`src/rtl/rice_bus_pkg.sv`:
```
// Shared types and helpers for the rice bus N:1 arbiter.
package rice_bus_pkg;

  typedef enum logic {
    ARB_IDLE,
    ARB_LOCKED
  } arb_state_e;

  // Grant ID width; never zero so a 1-bit ID still exists for degenerate cases.
  function automatic int unsigned id_width(input int unsigned masters);
    return (masters > 1) ? $clog2(masters) : 1;
  endfunction

endpackage

```
`src/rtl/rice_bus_arbiter_id_fifo.sv`:
```
// In-order FIFO of granted master IDs; the head selects the response destination.
module rice_bus_arbiter_id_fifo
  import rice_bus_pkg::*;
#(
  parameter int unsigned DEPTH = 4,
  parameter int unsigned WIDTH = 1
) (
  input  logic             clk,
  input  logic             rst,
  input  logic             push,
  input  logic [WIDTH-1:0] push_id,
  input  logic             pop,
  output logic             full,
  output logic             empty,
  output logic [WIDTH-1:0] head
);

  localparam int unsigned PTR_W = (DEPTH > 1) ? $clog2(DEPTH) : 1;
  localparam int unsigned CNT_W = $clog2(DEPTH + 1);

  logic [WIDTH-1:0] mem [DEPTH];
  logic [PTR_W-1:0] wr_ptr, rd_ptr;
  logic [CNT_W-1:0] count;
  logic             do_push, do_pop;

  function automatic logic [PTR_W-1:0] advance(input logic [PTR_W-1:0] p);
    return (p == PTR_W'(DEPTH - 1)) ? '0 : p + 1'b1;
  endfunction

  assign full    = (count == CNT_W'(DEPTH));
  assign empty   = (count == '0);
  assign head    = mem[rd_ptr];
  assign do_push = push && !full;
  assign do_pop  = pop && !empty;

  always_ff @(posedge clk) begin
    if (rst) begin
      wr_ptr <= '0;
      rd_ptr <= '0;
      count  <= '0;
    end else begin
      if (do_push) wr_ptr <= advance(wr_ptr);
      if (do_pop)  rd_ptr <= advance(rd_ptr);
      case ({do_push, do_pop})
        2'b10:   count <= count + 1'b1;
        2'b01:   count <= count - 1'b1;
        default: count <= count;
      endcase
    end
  end

  always_ff @(posedge clk) begin
    if (do_push) mem[wr_ptr] <= push_id;
  end

endmodule

```
`src/rtl/rice_bus_arbiter.sv`:
```
// Round-robin N:1 rice bus arbiter with grant lock and in-order response routing.
module rice_bus_arbiter
  import rice_bus_pkg::*;
#(
  parameter int unsigned MASTERS         = 2,
  parameter int unsigned ADDRESS_WIDTH   = 32,
  parameter int unsigned DATA_WIDTH      = 32,
  parameter int unsigned MAX_OUTSTANDING = 4
) (
  input  logic                              i_clk,
  input  logic                              i_rst,
  input  logic [MASTERS-1:0]                i_request_valid,
  output logic [MASTERS-1:0]                o_request_ready,
  input  logic [MASTERS-1:0]                i_write,
  input  logic [MASTERS*ADDRESS_WIDTH-1:0]  i_address,
  input  logic [MASTERS*DATA_WIDTH/8-1:0]   i_strobe,
  input  logic [MASTERS*DATA_WIDTH-1:0]     i_write_data,
  output logic [MASTERS-1:0]                o_response_valid,
  input  logic [MASTERS-1:0]                i_response_ready,
  output logic [DATA_WIDTH-1:0]             o_read_data,
  output logic                              o_error,
  output logic                              o_request_valid,
  input  logic                              i_request_ready,
  output logic                              o_write,
  output logic [ADDRESS_WIDTH-1:0]          o_address,
  output logic [DATA_WIDTH/8-1:0]           o_strobe,
  output logic [DATA_WIDTH-1:0]             o_write_data,
  input  logic                              i_response_valid,
  output logic                              o_response_ready,
  input  logic [DATA_WIDTH-1:0]             i_read_data,
  input  logic                              i_error
);

  localparam int unsigned ID_W   = id_width(MASTERS);
  localparam int unsigned STRB_W = DATA_WIDTH / 8;

  typedef logic [ID_W-1:0] id_t;

  typedef struct packed {
    logic                     write;
    logic [ADDRESS_WIDTH-1:0] address;
    logic [STRB_W-1:0]        strobe;
    logic [DATA_WIDTH-1:0]    data;
  } request_t;

  arb_state_e state, state_next;
  id_t        pointer, grant_q, search, grant, head_id;
  logic       fifo_full, fifo_empty, req_fire, rsp_fire;
  request_t   sel;

  always_comb begin
    int unsigned idx;
    logic        found;
    idx    = 0;
    found  = 1'b0;
    search = pointer;
    for (int unsigned k = 0; k < MASTERS; k++) begin
      idx = (32'(pointer) + k) % MASTERS;
      if (!found && i_request_valid[idx]) begin
        found  = 1'b1;
        search = id_t'(idx);
      end
    end
  end

  assign grant = (state == ARB_LOCKED) ? grant_q : search;

  always_comb begin
    sel.write   = i_write[grant];
    sel.address = i_address[grant * ADDRESS_WIDTH +: ADDRESS_WIDTH];
    sel.strobe  = i_strobe[grant * STRB_W +: STRB_W];
    sel.data    = i_write_data[grant * DATA_WIDTH +: DATA_WIDTH];
  end

  assign o_write         = sel.write;
  assign o_address       = sel.address;
  assign o_strobe        = sel.strobe;
  assign o_write_data    = sel.data;
  assign o_request_valid = i_request_valid[grant] && !fifo_full;
  assign req_fire        = o_request_valid && i_request_ready;

  always_comb begin
    o_request_ready        = '0;
    o_request_ready[grant] = i_request_ready && !fifo_full;
  end

  always_comb begin
    state_next = state;
    case (state)
      ARB_IDLE:   if (o_request_valid && !i_request_ready) state_next = ARB_LOCKED;
      ARB_LOCKED: if (req_fire) state_next = ARB_IDLE;
      default:    state_next = ARB_IDLE;
    endcase
  end

  // grant_q tracks the live grant while idle so it already holds the right ID on lock.
  always_ff @(posedge i_clk) begin
    if (i_rst) begin
      state   <= ARB_IDLE;
      pointer <= '0;
      grant_q <= '0;
    end else begin
      state <= state_next;
      if (state == ARB_IDLE) grant_q <= grant;
      if (req_fire) pointer <= (grant == id_t'(MASTERS - 1)) ? '0 : grant + 1'b1;
    end
  end

  rice_bus_arbiter_id_fifo #(
    .DEPTH(MAX_OUTSTANDING),
    .WIDTH(ID_W)
  ) u_id_fifo (
    .clk    (i_clk),
    .rst    (i_rst),
    .push   (req_fire),
    .push_id(grant),
    .pop    (rsp_fire),
    .full   (fifo_full),
    .empty  (fifo_empty),
    .head   (head_id)
  );

  always_comb begin
    o_response_valid = '0;
    o_response_ready = 1'b0;
    if (!fifo_empty) begin
      o_response_valid[head_id] = i_response_valid;
      o_response_ready          = i_response_ready[head_id];
    end
  end

  assign rsp_fire    = i_response_valid && o_response_ready;
  assign o_read_data = i_read_data;
  assign o_error     = i_error;

  // A response with nothing outstanding has no destination and is dropped.
  no_orphan_response: assert property (@(posedge i_clk) disable iff (i_rst)
    !(i_response_valid && fifo_empty));

endmodule

```
`config.mk`:
```
export PLATFORM = sky130hd
export DESIGN_NAME = rice_bus_arbiter
export DESIGN_NICKNAME = d
export VERILOG_FILES = /design/src/rtl/rice_bus_pkg.sv /design/src/rtl/rice_bus_arbiter_id_fifo.sv /design/src/rtl/rice_bus_arbiter.sv
export SDC_FILE = /design/constraint.sdc
export NUM_CORES = 1
export LEC_CHECK = 0
export ABC_AREA = 1
export ABC_CLOCK_PERIOD_IN_PS = 4600
export CAP_MARGIN = 0
export CORE_AREA = 2 2 112 114
export DETAILED_ROUTE_END_ITERATION = 16
export DIE_AREA = 0 0 114 116
export DONT_BUFFER_PORTS = 1
export PLACE_DENSITY = 0.35
export SYNTH_ARGS = -nofsm -noshare
export SYNTH_HDL_FRONTEND = slang
export SYNTH_SLANG_ARGS = --single-unit
```
`constraint.sdc`:
```
create_clock -name i_clk -period 4.6 [get_ports i_clk]
set_clock_uncertainty 0.1 [all_clocks]
set_input_delay 0.92 -clock i_clk [delete_from_list [all_inputs] [get_ports i_clk]]
set_output_delay 0.92 -clock i_clk [all_outputs]
set_load 0.01 [all_outputs]
```
==> results of run 1 <==
where the power goes:
part | internal [W] | total (W) | switching [W]
Clock | 0.000115 | 0.000174 | 0.0000582
Combinational | 0.0000787 | 0.000328 | 0.000249
Sequential | 0.000163 | 0.000173 | 0.0000100
per-stage QoR:
stage	area [um^2]	total power, W
global placement	1848	0.0005080
finish	1927	0.0006747
global route	1927	0.0007329
floorplan	1971	0.0004740
CTS	1927	0.0006879
detailed placement	1848	0.0005116
worst max-delay path by stage:
stage,startpoint,end,slack (ns)
finish,i_request_valid[1],o_address[24],1.24
global route,i_request_valid[1],o_strobe[3],1.07
CTS,i_request_valid[1],o_address[7],1.21
detailed placement,i_request_valid[1],u_id_fifo.count[2],1.12
global placement,i_request_valid[1],u_id_fifo.count[2],1.14
floorplan,i_request_valid[1],o_address[0],1.94
per-layer routing:
layer,share of wire [%],vias to the layer above
li1,-,996
met1,38,860
met2,52,107
met3,9.5,2
met4,0.17,0
met5,0,-
final cells by class:
class,instances,area [um^2]
fill,1387,9985
multi-input combinational,288,1202
sequential,16,360.3
tap,147,183.9
inverter,21,78.83
clock buffer,3,75.07
timing repair buffer,3,22.52
clock inverter,1,3.754
kinds of logic (layout without fill, tap and decap cells):
family | count (synthesis) | after routing
adders and majority gates | 7 | 7
and+or+nand+nor | 273 | 273
AOI/OAI and AO/OA | 8 | 8
DFF | 16 | 16
buffers and inverters | 69 | 28
layout by cell type (no fill, tap or decap):
cell / count
inv_1: 20
nand4_1: 1
nand3b_1: 1
inv_2: 1
clkinv_1: 1
nand3_1: 6
dfxtp_1: 12
or2_2: 1
clkbuf_16: 3
nand4_2: 1
and3_1: 1
nand2_1: 234
nand2_2: 2
nand2_4: 1
edfxtp_1: 4
nor2_2: 1
ha_1: 6
buf_4: 3
fa_1: 1
nor2_1: 24
a21oi_1: 5
o21ai_0: 3
worst reg2reg max path: cells and delay by family (launching register included):
family                     cells  cell delay, ns
DFF                            1            0.34
AOI/OAI and AO/OA              4            0.46
buffers and inverters          2            0.53
adders and majority gates      2            0.55
and+or+nand+nor                6            0.80
==> summary.txt, run 1 <==
Status
  • Outcome: complete, no violations

GRT
  • Initial antenna violation count: 0
  • Largest net degree at the start of global routing: 47
  • Most used routing layer: met2
  • First-pass GRT wire length: 9853 um
  • Met3 GRT Util: 3.975%
  • Met1 Resource Use GR: 12.23%
  • Grt met2 use: 16.98%
  • Grt ovf: 0
  • Total global-route track usage: 9.927%
  • Vias in the first global route: 1594

Critical path
  • WS Path Type: in2out
  • Crit path buffers/inverters: 2
  • Crit-path max FO: 31
  • Reg2reg start: pointer
  • Reg2reg setup slack: 1.71 ns
  • Crit-path max cell delay: 0.36 ns
  • Crit path cell chain: nor2_1 > nor2_2 > nand2_2 > nand2_4 > inv_2 > buf_4 > nand2_1 > nand2_1
  • R2R cell count: 14
  • CP required: 3.58 ns
  • CP endpoint kind: primary output
  • Worst R2R End: u_id_fifo.count[2]
  • CP dominant cell by count: nand2_1
  • Critical path arrival: 2.34 ns
  • Slowest cell on the critical path: buf_4
  • CP delay by family, top: simple AND/OR/NAND/NOR gates
  • Startpoint Class: primary input
  • Critical path depth in cells: 8

Place
  • DP HPWL: 6620 um
  • Pre-CTS setup slack: 1.122 ns
  • Placer congestion estimate: 0.7867
  • Count of input and output buffers: 0
  • Cells after DPL: 475

Final layout
  • Area Overhead vs Synth: -2.222%
  • Cell Count, Final, Fillers Out: 479
  • Antenna cell count: 0
  • Final Util: 16.18%
  • Layout cells sized above 1: 3.916%
  • Nets: 519

Pwr
  • Pwr dens: 350.2 mW/mm^2
  • VDD IR max: 0.00009783 V
  • P_leak: 1.083 nW

Clocking
  • Clock sinks: 16
  • H-tree depth: 1
  • Clock-pin slew of the registers on the worst-case setup and hold paths: 0.05 ns
  • Root Driver: clkbuf_16
  • Post-CTS Hold Buffers: 0
  • CTS tree: done
  • CTS Buffer Depth: 2
  • Num CTS Buffers: 3
  • Clk_lat worst skew: 0.25 ns
  • PostCTS Resize Cnt: 0
  • Post-CTS Setup Inserts: 0

STA
  • Maximum clock frequency: 297.4 MHz
  • Fin. Hold Viols: 0
  • Final Critical Period: 3.363 ns
  • Final slew viol count: 0
  • Worst setup margin: 1.237 ns
  • Final setup violation count: 0
  • Max transition margin: 70.30%
  • Setup TNS Final: 0 ns
  • RSZ-0062 raised after global routing: false
  • Final Cycle Share: 73.11%
  • Measured slew at the worst slew-check pin: 0.4456 ns
  • Fin Hold WS: 0.3658 ns

Synthesis
  • Synth Area in Compound Gates: 2.032%
  • Synth Warn #: 0
  • Seq cells post-synth: 16
  • Register area share after synthesis: 18.29%
  • Syn avg cell area: 5.283 um^2
  • Synth top cells by count: 234 x nand2_1, 33 x buf_4, 24 x nor2_1, 20 x inv_1, 14 x buf_2
  • Mux cell area share after synthesis: 0%
  • Gate Count Post-Synth: 373
  • Most frequent cell after synthesis: nand2_1
  • Ranking of synthesized cells by area: nand2_1 45%, buf_4 13%, dfxtp_1 12%, edfxtp_1 6.1%, nor2_1 4.6%
  • Post-Syn Area: 0.001971 mm^2
  • Syn_nets: 559
  • Dominant cell type by area after synthesis: nand2_1
  • Largest family of logic cells by synthesized area: simple AND/OR/NAND/NOR gates
  • Simple-gate share of the synthesized area: 54.16%
  • Synthesized-area fraction occupied by adder cells: 4.825%
  • Primary FF master, synth: dfxtp_1
  • Number of synthesized flops with an enable pin: 4
  • Xor/xnor share of the synthesized area: 0%
  • Synth top area share: 44.57%
  • Synth cell types: 22
  • Post-synthesis async set-or-reset flop share: 0%

Floorplan
  • Initial Util: 16.54%
  • DIE WIDTH: 114 um
  • I/O pins: 287
  • CORE AREA: 0.01191 mm^2
  • Die area: 0.01322 mm^2
  • FP Rows: 40
  • Die height: 116 um

Routing
  • Final wirelength: 7528 um
  • Wire per inst: 15.72 um
  • Pre-antenna DRT Iters: 4
  • Number of routed nets with antenna violations: 0
  • Via density: 4.102
  • # DRC: 0
  • DRT iter0 DRCs: 65
  • Detailed-route via count: 1965

Min path
  • HP Class: reg2reg
  • HP Start: pointer
  • Worst Hold Path EP: pointer
  • Hold Path Stages: 2

Flow run
  • Max-cap violations: 0
Power figures use the tool's default switching activity.
==> inputs of run 2 (changes only) <==
Settings changed: ABC_CLOCK_PERIOD_IN_PS 4600 to 3300.
Clock period 4.6 ns to 3.3 ns, I/O delays scaled along.
==> summary.txt, run 2 (same netlist as run 1, synthesis figures left out) <==
STA
  • Maximum clock frequency: 406.4 MHz
  • Worst setup margin: 0.8395 ns
  • Setup TNS Final: 0 ns
  • Measured slew at the worst slew-check pin: 0.3638 ns
  • RSZ-0062 raised after global routing: false
  • Fin. Hold Viols: 0
  • Final Cycle Share: 74.56%
  • Final Critical Period: 2.461 ns
  • Final setup violation count: 0
  • Final slew viol count: 0
  • Max transition margin: 75.75%

Critical path
  • CP delay by family, top: simple AND/OR/NAND/NOR gates
  • Critical path depth in cells: 8
  • CP required: 2.54 ns
  • CP endpoint kind: primary output
  • Crit-path max cell delay: 0.33 ns
  • Slowest cell on the critical path: buf_4
  • Reg2reg setup slack: 1.01 ns
  • Worst Setup EP: o_address[20]
  • Crit path cell chain: nor2_1 > nor2_2 > nand2_2 > nand2_4 > inv_2 > buf_4 > nand2_1 > nand2_1
  • Beginning of the critical path: i_request_valid[1]
  • R2R cell count: 13
  • Crit path buffers/inverters: 2
  • CP dominant cell by count: nand2_1
  • Startpoint Class: primary input
  • Worst R2R End: u_id_fifo.count[2]
  • Reg2reg start: pointer
  • Critical path arrival: 1.70 ns
  • WS Path Type: in2out
  • Crit-path max FO: 35

Status
  • Outcome: complete, no violations

Routing
  • Final wirelength: 7444 um
  • Detailed-route via count: 1955
  • # DRC: 0
  • Wire per inst: 15.54 um
  • Via density: 4.081
  • DRT iter0 DRCs: 59
  • Number of routed nets with antenna violations: 0
  • Pre-antenna DRT Iters: 4

Clocking
  • Post-CTS Setup Inserts: 0
  • Root Driver: clkbuf_16
  • Post-CTS Hold Buffers: 0
  • CTS tree: done
  • Clock-pin slew of the registers on the worst-case setup and hold paths: 0.05 ns
  • Num CTS Buffers: 3
  • H-tree depth: 1
  • Clk_lat worst skew: 0.25 ns
  • PostCTS Resize Cnt: 0
  • Clock sinks: 16
  • CTS Buffer Depth: 2

GRT
  • Initial antenna violation count: 0
  • Vias in the first global route: 1570
  • First-pass GRT wire length: 9535 um
  • Largest net degree at the start of global routing: 70
  • Total global-route track usage: 9.711%
  • Grt ovf: 0

Place
  • Placer congestion estimate: 0.7101
  • Pre-CTS setup slack: 0.7163 ns
  • Count of input and output buffers: 0
  • DP HPWL: 6483 um
  • Dpl cell area: 0.001861 mm^2

Pwr
  • Final Power: 0.0009676 W
  • P_leak: 1.092 nW
  • Pwr dens: 496.4 mW/mm^2
  • VDD IR max: 0.0001156 V

Final layout
  • Commonest non-fill, non-tap cell in the layout: nand2_1
  • Final Util: 16.37%
  • Nets: 519
  • Area Overhead vs Synth: -1.079%
  • Final Instance Area: 0.001949 mm^2
  • Antenna cell count: 0
  • Layout cells sized above 1: 4.217%
  • Most frequent cells in the layout: 234 x nand2_1, 24 x nor2_1, 20 x inv_1

Floorplan
  • Initial Util: 16.54%
  • FP Rows: 40
  • Die area: 0.01322 mm^2
  • Die height: 116 um
  • CORE AREA: 0.01191 mm^2
  • DIE WIDTH: 114 um
  • I/O pins: 287

Flow run
  • Max-cap violations: 0

Min path
  • HP Class: reg2reg
  • HP Start: pointer
run 2: cell types whose count changed in the layout (fill, tap and decap cells not counted), sizes merged:
cell and delta:
clkbuf +1, clkinv -1
run 2: report_power, final:
part	internal, W	total [W]	switching (W)
Sequential	0.000228	0.000243	0.0000149
Combinational	0.000114	0.000465	0.000350
Clock	0.000184	0.000260	0.0000763
run 2: worst min-delay path by stage:
| stage | depth (start not counted) | to |
|---|---|---|
| after global placement | 2 | u_id_fifo.count[1] |
| after detailed placement | 2 | pointer |
| after global routing | 1 | u_id_fifo.count[1] |
| final | 2 | pointer |
| after CTS | 1 | u_id_fifo.count[1] |
| after floorplan | 2 | pointer |
run 2: cell type report:
type                    count  area [um^2]
flip-flops and latches     16        360.3
clock buffers               4        88.84
multi-input cells         288         1202
well taps                 147        183.9
repair buffers              3        35.03
fillers                  1398         9962
inverters                  21        78.83
run 2: worst register-to-register path, stage by stage, from the launching register on:
cell and delay (ns):
dfxtp_1 0.35, nor2_1 0.06, nor2_2 0.08, nand2_2 0.07, nand2_4 0.12, nand2_2 0.07, nand4_2 0.20, ha_1 0.20
inv_1 0.07, fa_1 0.37, a21oi_1 0.14, o21ai_0 0.11, o21ai_0 0.17, a21oi_1 0.06
run 2: stage by stage:
step                std cells  hold slack [ns]
detailed placement        475           0.3629
global route              479           0.3715
CTS                       479           0.3724
global placement          475           0.3699
floorplan                 373           0.3384
finish                    479           0.3732
run 2: per-layer routing:
metal  share of wire [%]  wire length (um)  global-route usage, %  vias to the layer above
li1                    -                 -                      -                      999
met1                  37              2778                  11.70                      839
met2                  52              3900                  16.71                      112
met3                 9.6               717                  3.556                        5
met4                0.64                48                  1.951                        0
met5                   0                 0                      0                        -
==> inputs of run 3 (changes only) <==
Settings changed: ABC_CLOCK_PERIOD_IN_PS 3300 to 2400.
Clock period 3.3 ns to 2.4 ns, I/O delays scaled along.
==> summary.txt, run 3 (same netlist as run 1, synthesis figures left out) <==
Clocking
  • Num CTS Buffers: 3
  • Clock sinks: 16
  • H-tree depth: 1
  • CTS Buffer Depth: 2
  • CTS tree: done
  • Root Driver: clkbuf_16
  • Clock-pin slew of the registers on the worst-case setup and hold paths: 0.05 ns
  • Clk_lat worst skew: 0.24 ns
  • Post-CTS Hold Buffers: 0

STA
  • Final Cycle Share: 88.83%
  • Final Critical Period: 2.132 ns
  • Measured slew at the worst slew-check pin: 0.2816 ns
  • Max transition margin: 81.15%
  • Final slew viol count: 0
  • Final setup violation count: 0
  • RSZ-0062 raised after global routing: false
  • Fin. Hold Viols: 0
  • Setup TNS Final: 0 ns
  • Maximum clock frequency: 469.0 MHz

GRT
  • First-pass GRT wire length: 8983 um
  • Total global-route track usage: 9.133%
  • Initial antenna violation count: 0
  • Vias in the first global route: 1497
  • Largest net degree at the start of global routing: 53
  • Grt ovf: 0

Place
  • DP HPWL: 6334 um
  • Placer congestion estimate: 0.7226
  • Cells after DPL: 477
  • Count of input and output buffers: 0

Routing
  • Number of routed nets with antenna violations: 0
  • Wire per inst: 14.91 um
  • Via density: 4.124
  • Final wirelength: 7188 um
  • DRT iter0 DRCs: 74
  • Detailed-route via count: 1988
  • Pre-antenna DRT Iters: 4
  • # DRC: 0

Pwr
  • Pwr dens: 671.7 mW/mm^2
  • VDD IR max: 0.0002007 V
  • P_leak: 1.109 nW

Critical path
  • Critical path arrival: 2.17 ns
  • CP endpoint kind: flop
  • CP delay by family, top: adder cells
  • CP required: 2.43 ns
  • Crit-path max FO: 3
  • Startpoint Class: flop
  • Slowest cell on the critical path: fa_1
  • Crit path cell chain: inv_1 > nand2_1 > nand3_1 > nand3b_1 > nand4_1 > inv_2 > ha_1 > inv_1 > fa_1 > a21oi_1 > o21ai_1 > o21ai_1 > a21oi_1
  • Reg2reg setup slack: 0.27 ns
  • Crit-path max cell delay: 0.38 ns
  • WS Path Type: reg2reg
  • Crit path buffers/inverters: 3

Final layout
  • Layout cells sized above 1: 5.075%
  • Area Overhead vs Synth: 0.8256%
  • Most frequent cells in the layout: 234 x nand2_1, 24 x nor2_1, 19 x inv_1
  • Area of the multi-input gates: 0.001202 mm^2
  • Seq. cell area: 360.3 um^2
  • Nets: 522
  • Antenna cell count: 0
  • Fill cell count: 1375
  • Cell Count, Final, Fillers Out: 482
  • Commonest non-fill, non-tap cell in the layout: nand2_1

Floorplan
  • Initial Util: 16.54%
  • FP Rows: 40
  • DIE WIDTH: 114 um
  • I/O pins: 287
  • Die area: 0.01322 mm^2
  • CORE AREA: 0.01191 mm^2
  • Die height: 116 um

Min path
  • HP Class: in2reg

Flow run
  • Max-cap violations: 0

Status
  • Outcome: complete, no violations
## run 3: changes by cell type in the layout (fill, tap and decap cells not counted), sizes merged
cell / previous run / this run
buf: 3 / 6
## run 3: where the power goes
group | internal (W) | switching, W
clock | 0.000225 | 0.000107
combinational | 0.000180 | 0.000491
sequential | 0.000313 | 0.0000185
## run 3: stage by stage
step / area (um^2) / util (%) / hold slack [ns] / setup slack [ns] / power (W)
5_1_grt: 1987 / 16.68 / 0.1949 / 0.008515 / 0.001441
3_5_place_dp: 1901 / 15.96 / 0.3601 / 0.1996 / 0.001014
6_report: 1987 / 16.68 / 0.2010 / 0.2680 / 0.001335
2_1_floorplan: 1971 / - / 0.3384 / 0.1843 / 0.0009086
3_3_place_gp: 1901 / 15.96 / 0.3576 / 0.1965 / 0.001010
4_1_cts: 1979 / 16.62 / 0.1942 / 0.2268 / 0.001352
## run 3: per-layer routing
| metal | vias to the layer above | GRT usage (%) | share of wire [%] |
|---|---|---|---|
| met3 | 2 | 2.458 | 8.3 |
| met1 | 856 | 11.46 | 39 |
| li1 | 1004 | - | - |
| met4 | 0 | 1.220 | 0.29 |
| met5 | - | 0 | 0 |
| met2 | 126 | 16.11 | 53 |
## run 3: layout make-up
type	instances	area share, %
inverters	21	3.967
flip-flops and latches	16	18.14
well taps	147	9.257
multi-input cells	288	60.52
clock buffers	4	3.967
repair buffers	6	4.156
## run 3: path summary, 6_finish.rpt
kind                              start                  to  cells past startpoint
worst min register to register  pointer             pointer                      2
worst max register to register     flop  u_id_fifo.count[2]                     13
worst max-delay path               flop  u_id_fifo.count[2]                     13
worst min-delay path              i_rst  u_id_fifo.count[1]                      1
## run 3: timing repair
item                                    CTS  global route
endpoints found under the setup margin    0             1
gates resized for setup                   0             3
buffers inserted                          0             1
